**config.mk**
```make
export PLATFORM = sky130hd
export DESIGN_NAME = mem_arbiter_responder
export DESIGN_NICKNAME = d
export VERILOG_FILES = /design/src/rtl/mem_arbiter_responder.sv
export SDC_FILE = /design/constraint.sdc
export NUM_CORES = 1
export LEC_CHECK = 0
export CAP_MARGIN = 25
export CORE_AREA = 5 5 99 101
export CTS_CLUSTER_SIZE = 12
export DETAILED_ROUTE_END_ITERATION = 8
export DIE_AREA = 0 0 104 106
export GPL_TIMING_DRIVEN = 1
export PLACE_DENSITY = 0.71
export SETUP_SLACK_MARGIN = 0.02
export SYNTH_ARGS = -nofsm -noshare
export SYNTH_HDL_FRONTEND = slang
export SYNTH_SLANG_ARGS = --single-unit
```
**constraint.sdc**
```tcl
create_clock -name CLK -period 2.31 [get_ports CLK]
set_clock_uncertainty 0.1 [all_clocks]
set_input_delay 0.5775 -clock CLK [delete_from_list [all_inputs] [get_ports CLK]]
set_output_delay 0.5775 -clock CLK [all_outputs]
set_load 0.02 [all_outputs]
```
**src/rtl/mem_arbiter_responder.sv**
```systemverilog
// mem_arbiter_responder
//   Responder end of the cache<->memory protocol. Takes word requests from the
//   icache and the dcache, picks one, and runs a single RAM transaction at a
//   time. The dcache normally wins. After STARVE_MAX consecutive dcache grants
//   taken while the icache was waiting, the icache is given the next grant.
//
// Ports
//   CLK, nRST          clock, asynchronous active-low reset
//   iREN, iaddr        icache read request and word address
//   iwait, iload       icache handshake: iwait low for the completing cycle only
//   dREN, dWEN         dcache read / write request (write wins)
//   daddr, dstore      dcache word address and write data
//   dwait, dload       dcache handshake: dwait low for the completing cycle only
//   ramREN, ramWEN     RAM strobes
//   ramaddr, ramstore  word-aligned RAM address and write data
//   ramload, ram_ready RAM read data and access-complete indication

module mem_arbiter_responder #(
  parameter int STARVE_MAX = 4,
  parameter int AW         = 32,
  parameter int DW         = 32
) (
  input  logic          CLK,
  input  logic          nRST,
  input  logic          iREN,
  input  logic [AW-1:0] iaddr,
  output logic          iwait,
  output logic [DW-1:0] iload,
  input  logic          dREN,
  input  logic          dWEN,
  input  logic [AW-1:0] daddr,
  input  logic [DW-1:0] dstore,
  output logic          dwait,
  output logic [DW-1:0] dload,
  output logic          ramREN,
  output logic          ramWEN,
  output logic [AW-1:0] ramaddr,
  output logic [DW-1:0] ramstore,
  input  logic [DW-1:0] ramload,
  input  logic          ram_ready
);

  localparam int CW = $clog2(STARVE_MAX + 1);
  localparam logic [CW-1:0] CNT_MAX = CW'(STARVE_MAX);

  typedef enum logic [1:0] {
    IDLE   = 2'd0,
    DSERVE = 2'd1,
    ISERVE = 2'd2
  } state_t;

  state_t        state;
  logic [CW-1:0] starve_cnt;
  logic          d_req;
  logic          starved;

  // The low address bits are always forced to zero on the RAM side.
  logic unused_addr_bits;
  assign unused_addr_bits = ^{iaddr[1:0], daddr[1:0]};

  assign d_req   = dREN | dWEN;
  assign starved = iREN && (starve_cnt == CNT_MAX);

  // Arbitration and transaction sequencing. Every transaction returns to IDLE,
  // which gives the one-cycle strobe drop between back-to-back accesses. If the
  // served request disappears before ram_ready, the transaction is abandoned
  // and ram_ready in that cycle is ignored.
  always_ff @(posedge CLK or negedge nRST) begin
    if (!nRST) begin
      state      <= IDLE;
      starve_cnt <= '0;
    end else begin
      case (state)
        IDLE: begin
          if (d_req && !starved) begin
            state <= DSERVE;
          end else if (iREN) begin
            state <= ISERVE;
          end
        end
        DSERVE: begin
          if (!d_req) begin
            state <= IDLE;
          end else if (ram_ready) begin
            state <= IDLE;
            if (!iREN) begin
              starve_cnt <= '0;
            end else if (starve_cnt != CNT_MAX) begin
              starve_cnt <= starve_cnt + 1'b1;
            end
          end
        end
        ISERVE: begin
          if (!iREN) begin
            state <= IDLE;
          end else if (ram_ready) begin
            state      <= IDLE;
            starve_cnt <= '0;
          end
        end
        default: state <= IDLE;
      endcase
    end
  end

  // Cache and RAM side outputs follow the current state and ram_ready directly,
  // so an abort or a reset drops the strobes in the same cycle.
  always_comb begin
    iwait    = 1'b1;
    dwait    = 1'b1;
    iload    = '0;
    dload    = '0;
    ramREN   = 1'b0;
    ramWEN   = 1'b0;
    ramaddr  = '0;
    ramstore = '0;
    case (state)
      DSERVE: begin
        if (d_req) begin
          ramWEN   = dWEN;
          ramREN   = dREN & ~dWEN;
          ramaddr  = {daddr[AW-1:2], 2'b00};
          ramstore = dstore;
          if (ram_ready) begin
            dwait = 1'b0;
            if (!dWEN) begin
              dload = ramload;
            end
          end
        end
      end
      ISERVE: begin
        if (iREN) begin
          ramREN  = 1'b1;
          ramaddr = {iaddr[AW-1:2], 2'b00};
          if (ram_ready) begin
            iwait = 1'b0;
            iload = ramload;
          end
        end
      end
      default: ;
    endcase
  end

endmodule

```
# == Word-level counts from Yosys, hierarchy flattened ==
# Index checks and enable logic that the tools add are counted.
# totals
input_bits,134
output_inout_bits,132
reg_bits,5
wordCells,57
# classes
n_eq_ne,10
muxes,35
reduce_logical,6
bitwise,3
addsub,1
# ops
op,count
two-way mux 32 bit,11
one-hot mux 32 bit (2 select lines),1
two-way mux 3 bit,6
two-way mux 2 bit,5
two-way mux 1 bit,9
!= test 3 bit (second input constant),3
!= test 2 bit (second input constant),4
one-hot mux 2 bit (3 select lines),1
one-hot mux 3 bit (2 select lines),1
AND reduction 6 bit,1
adder 3 x 1 -> 3 bit (second input constant),1
equality test 3 bit (second input constant),1
equality test 2 x 1 -> 1 bit (second input constant),1
equality test 2 bit (second input constant),1
logical AND 1 bit,2
logical NOT 2 bit,1
one-hot mux 1 bit (2 select lines),1
nonzero test 2 bit,1
AND 1 bit,1
logical NOT 1 bit,1
inverter 1 bit,1
bitwise OR 1 bit,1

# == Longest topological paths before layout ==
# Gate-level depths: netlist (run 1).
# depth
word_depth,6
depth_mapped,7

# == Least setup slack after synthesis (run 1) ==
# No wires, ideal clock.
# synth_path
path_type,flip-flop to output port
start,reg state[1]
end,out ramaddr[10]
arrival_ps,1544
n_path_buf,2
t_required_ps,1632
path_stages_with_launch,8
setup_slack_ps,89
cell_sequence,dfrtp_1 > inv_1 > ha_1 > o21a_1 > buf_2 > buf_2 > a22oi_1 > nor2b_1
# synth_between
elab_chain_cells,2
word_cells_on_any_way,3
cone_classes,2 x eq/ne; 1 x mux
# synth_lines
item,line,text
start: declaration,52,state_t state;
start signal: assignment,70,state <= IDLE;
start signal: assignment,76,state <= DSERVE;
start signal: assignment,78,state <= ISERVE;
equality test 2 bit / equality test 2 x 1 -> 1 bit (equally long branches),117,case (state)
one-hot mux 32 bit (2 select lines) *,117,
end: declaration,37,"output logic [AW-1:0] ramaddr,"
# Mark *: on every way between the ends. The rest lies on a longest branch, timed or not.

# == Worst setup path after layout (run 1) ==
# layout_path
start,in iREN
end,out ramaddr[4]
# layout_between
elab_chain_cells,2
# layout_lines
item,line,text
start: declaration,25,"input logic iREN,"
two-way mux 32 bit,133,if (iREN) begin
one-hot mux 32 bit (2 select lines),117,
# No other way between the ends.

==> results of run 1 <==
critical path: stages:
cell,delay (ns)
sky130_fd_sc_hd__dlygate4sd2_1,0.26
sky130_fd_sc_hd__and2_4,0.23
sky130_fd_sc_hd__buf_16,0.16
sky130_fd_sc_hd__buf_6,0.12
sky130_fd_sc_hd__a22oi_2,0.20
sky130_fd_sc_hd__nor2b_1,0.07
sky130_fd_sc_hd__buf_4,0.17
timing repair:
item,CTS,global route
pin swaps,10,9
buffers inserted,10,15
cloned,8,8
gates resized for setup,648,215
hold buffers,0,0
endpoints found under the setup margin,130,129
routing by layer:
| layer | vias up | part of all wire (%) |
|---|---|---|
| met1 | 1401 | 33 |
| met5 | - | 0 |
| met4 | 0 | 3.1 |
| li1 | 1408 | - |
| met3 | 25 | 7.9 |
| met2 | 171 | 56 |
cells by family after synthesis:
kind of cell	count (synthesis)	synth area share, %
DFF	5	7.94
AOI/OAI and AO/OA	41	19.9
adders and majority gates	6	4.77
and+or+nand+nor	142	55.9
muxes	2	1.59
buffers and inverters	33	9.69
other	1	0.238
registers in the layout (all words and copies together) (netlist names):
register	flops
starve_cnt	3
state	2
power breakdown:
part | total [W] | switching [W] | internal, W | leakage [nW]
logic | 0.00378 | 0.00163 | 0.00215 | 2.42
registers | 0.000170 | 0.0000417 | 0.000129 | 0.0592
clock network | 0.000161 | 0.0000429 | 0.000118 | 0.0228
total | 0.00411 | 0.00171 | 0.00240 | 2.50
worst min path at each step:
| stage | slack (ns) | start | endpoint | cells past startpoint |
|---|---|---|---|---|
| 6_report | 0.44 | starve_cnt[2] | starve_cnt[2] | 1 |
| 3_3_place_gp | 0.41 | starve_cnt[2] | starve_cnt[2] | 1 |
| 2_1_floorplan | 0.18 | nRST | starve_cnt[0] | 0 |
| 5_1_grt | 0.47 | starve_cnt[2] | starve_cnt[2] | 1 |
| 3_5_place_dp | 0.43 | starve_cnt[2] | starve_cnt[2] | 1 |
| 4_1_cts | 0.44 | starve_cnt[2] | starve_cnt[2] | 1 |
synthesized netlist by cell type:
cell / number / area, µm²
sky130_fd_sc_hd__and3_1: 64 / 400
sky130_fd_sc_hd__and2_1: 33 / 206
sky130_fd_sc_hd__nor2b_1: 31 / 194
sky130_fd_sc_hd__a22oi_1: 30 / 225
sky130_fd_sc_hd__clkbuf_1: 16 / 60.1
sky130_fd_sc_hd__buf_2: 6 / 30.0
sky130_fd_sc_hd__ha_1: 6 / 75.1
sky130_fd_sc_hd__buf_4: 5 / 37.5
sky130_fd_sc_hd__dfrtp_1: 5 / 125
sky130_fd_sc_hd__inv_1: 4 / 15.0
sky130_fd_sc_hd__nor2_1: 4 / 15.0
sky130_fd_sc_hd__clkbuf_2: 2 / 10.0
sky130_fd_sc_hd__nand2_1: 2 / 7.51
sky130_fd_sc_hd__nand3b_1: 2 / 15.0
sky130_fd_sc_hd__o21a_1: 2 / 15.0
sky130_fd_sc_hd__a2111oi_1: 1 / 10.0
sky130_fd_sc_hd__a211o_1: 1 / 8.76
sky130_fd_sc_hd__a21o_1: 1 / 7.51
sky130_fd_sc_hd__a21oi_1: 1 / 5.00
sky130_fd_sc_hd__a22o_1: 1 / 8.76
sky130_fd_sc_hd__a31o_2: 1 / 8.76
sky130_fd_sc_hd__a32o_1: 1 / 10.0
sky130_fd_sc_hd__and2_2: 1 / 7.51
sky130_fd_sc_hd__and3b_1: 1 / 8.76
sky130_fd_sc_hd__conb_1: 1 / 3.75
sky130_fd_sc_hd__mux2_4: 1 / 15.0
sky130_fd_sc_hd__mux2i_1: 1 / 10.0
sky130_fd_sc_hd__nand2b_1: 1 / 6.26
sky130_fd_sc_hd__nor3_1: 1 / 5.00
sky130_fd_sc_hd__nor3b_1: 1 / 7.51
sky130_fd_sc_hd__o21ai_0: 1 / 5.00
sky130_fd_sc_hd__o21ai_2: 1 / 8.76
sky130_fd_sc_hd__or2b_1: 1 / 7.51
layout make-up:
cell class,instances,share of cell area (%)
Timing Repair Buffer,320,62.1
Multi-Input combinational cell,193,32.1
Tap cell,111,2.47
Sequential cell,5,2.27
Clock buffer,4,0.801
Inverter,4,0.267
metrics by stage:
step | cells | power [W]
final | 637 | 0.00411
after global routing | 637 | 0.00429
after CTS | 617 | 0.00323
after detailed placement | 595 | 0.00275
after global placement | 595 | 0.00271
after floorplan | 231 | 0.00143
cell usage in the layout, fill, tap and decap left out, types with 2 or more instances in the layout:
cell type,n
sky130_fd_sc_hd__dlygate4sd2_1,3
sky130_fd_sc_hd__clkbuf_8,3
sky130_fd_sc_hd__conb_1,2
sky130_fd_sc_hd__a22oi_2,21
sky130_fd_sc_hd__buf_2,2
sky130_fd_sc_hd__buf_8,4
sky130_fd_sc_hd__inv_1,2
sky130_fd_sc_hd__nor2b_1,15
sky130_fd_sc_hd__clkdlybuf4s50_1,125
sky130_fd_sc_hd__a22oi_1,9
sky130_fd_sc_hd__and3_4,45
sky130_fd_sc_hd__nor2b_4,9
sky130_fd_sc_hd__dfrtp_2,2
sky130_fd_sc_hd__ha_1,3
sky130_fd_sc_hd__nand3b_1,2
sky130_fd_sc_hd__dfrtp_1,3
sky130_fd_sc_hd__ha_4,3
sky130_fd_sc_hd__clkbuf_16,6
sky130_fd_sc_hd__and3_1,19
sky130_fd_sc_hd__buf_6,98
sky130_fd_sc_hd__and2_4,16
sky130_fd_sc_hd__nor2b_2,7
sky130_fd_sc_hd__buf_16,4
sky130_fd_sc_hd__buf_4,62
sky130_fd_sc_hd__nor2_1,4
sky130_fd_sc_hd__and2_1,18
sky130_fd_sc_hd__inv_2,2
sky130_fd_sc_hd__buf_12,14
==> results.yml, run 1 <==
run_status:
  status: "finished with violations"
  violations_in_the_final_reports: "negative setup slack"
global_route:
  use_met3_pct: 5.83
  initial_antenna_violation_count: 0
  grt_pass1_wl_um: 17700
  top_usage_layer: "met2"
  maximum_number_of_pins_on_one_net_before_global_route_repair: 34
  grt.total_usage_pct: 19.9
  globalRouteMet2Util_pct: 40.6
  first_global_vias: 3077
  globalRouteMet1Util_pct: 19.8
  gr-total-overflow: 0
floorplan:
  fp-row-count: 35
  die_h_um: 106
  top_level_ports: 266
  die_ar_um2: 11000
  die_w_um: 104
  coreArea_um2: 8930
  initial_core_util_pct: 17.6
sta:
  timing_limited_maximum_frequency_mhz: 405
  timing.hold.ws_ns: 0.444
  finalSetupViolations: 91
  final.setup.worst_slack_ns: -0.160
  finalCritPeriodShare_pct: 107
  timing_hold_violations_final: 0
  rsz_0062_raised_after_global_routing: "true"
  time_the_worst_path_needs_with_i_o_delays_and_setup_ns: 2.47
  timing.setup.tns_ns: -6.36
  slew_viol_final: 0
route:
  vias: 3005
  drcViolationCount: 0
  antenna_violating_nets_post_route: 0
  route.detailed.wl_per_inst_um: 21.2
  detailedRoute.firstPassIterationCount: 4
  dr.first_iter.drc_count: 99
  number_of_vias_per_cell_after_detailed_routing: 4.72
  finalWirelength_um: 13500
clock_network:
  cts.sinks: 5
  root_buffer: "sky130_fd_sc_hd__clkbuf_8"
  numCtsBuffers: 3
  max-clock-path-buffers: 2
  clock_tree_from_tritoncts: "done"
  cts_max_level: 1
  worst_skew_pair.late_latency_ns: 0.22
  clk_pin_slew_ns: 0.04
power_and_ir_drop:
  power.ir.vdd_worst_mv: 0.449
  cellPowerDensity_nw_per_um2: 730
  cellLeakagePower_nw: 2.50
worst_setup_path:
  critical_path_arrival_ns: 1.79
  cp_capture_type: "primary output"
  ff2ff_setup_slack_ns: 0.19
  timing.critical_path.to: "ramaddr[4]"
  critical_path.startpoint: "iREN"
  crit_required_ns: 1.63
  regToRegStartpoint: "state[0]"
  crit-reg2reg-capture: "starve_cnt[2]"
  timing_worst_setup_path_type: "in2out"
  crit_path_start_kind: "primary input"
  reg2reg_depth: 9
  worstPathMaxFanout: 8
hold_path:
  hp-class: "reg2reg"
placement:
  placement.io_buffers: 259
  detailed_place.area_um2: 4450
  place_ws_ns: -0.755
  dp_hpwl_um: 8930
  gp_congestion: 0.822
finish:
  layout_stage_area_growth_over_the_synthesis_result_pct: 257
  final_layout_size_suffix_gt1_share_pct: 58.2
  multi_input_comb_area_um2: 1800
  area_occupied_by_registers_um2: 128
  final_util_pct: 63.0
  num-nets-final: 667
  num-fill-cells: 716
  antenna_cells: 0
  design_area_um2: 5630
synth:
  postSynthCellCount: 230
  yosys_register_bits: 5
  postSynthAreaPerCell_um2: 6.85
  synth_seq_area_share_pct: 7.94
  synth.distinct_cells: 33
  synth_warnings: 0
  synthesis.area_um2: 1580
run:
  drv.max_cap_violation_count: 0
Power figures use the tool's default switching activity.
==> run 2: changes to the inputs <==
SLEW_MARGIN = 25   (was not set)
==> results of run 2 <==
Same layout as run 1: the final DEF is identical, and so are final timing and power.
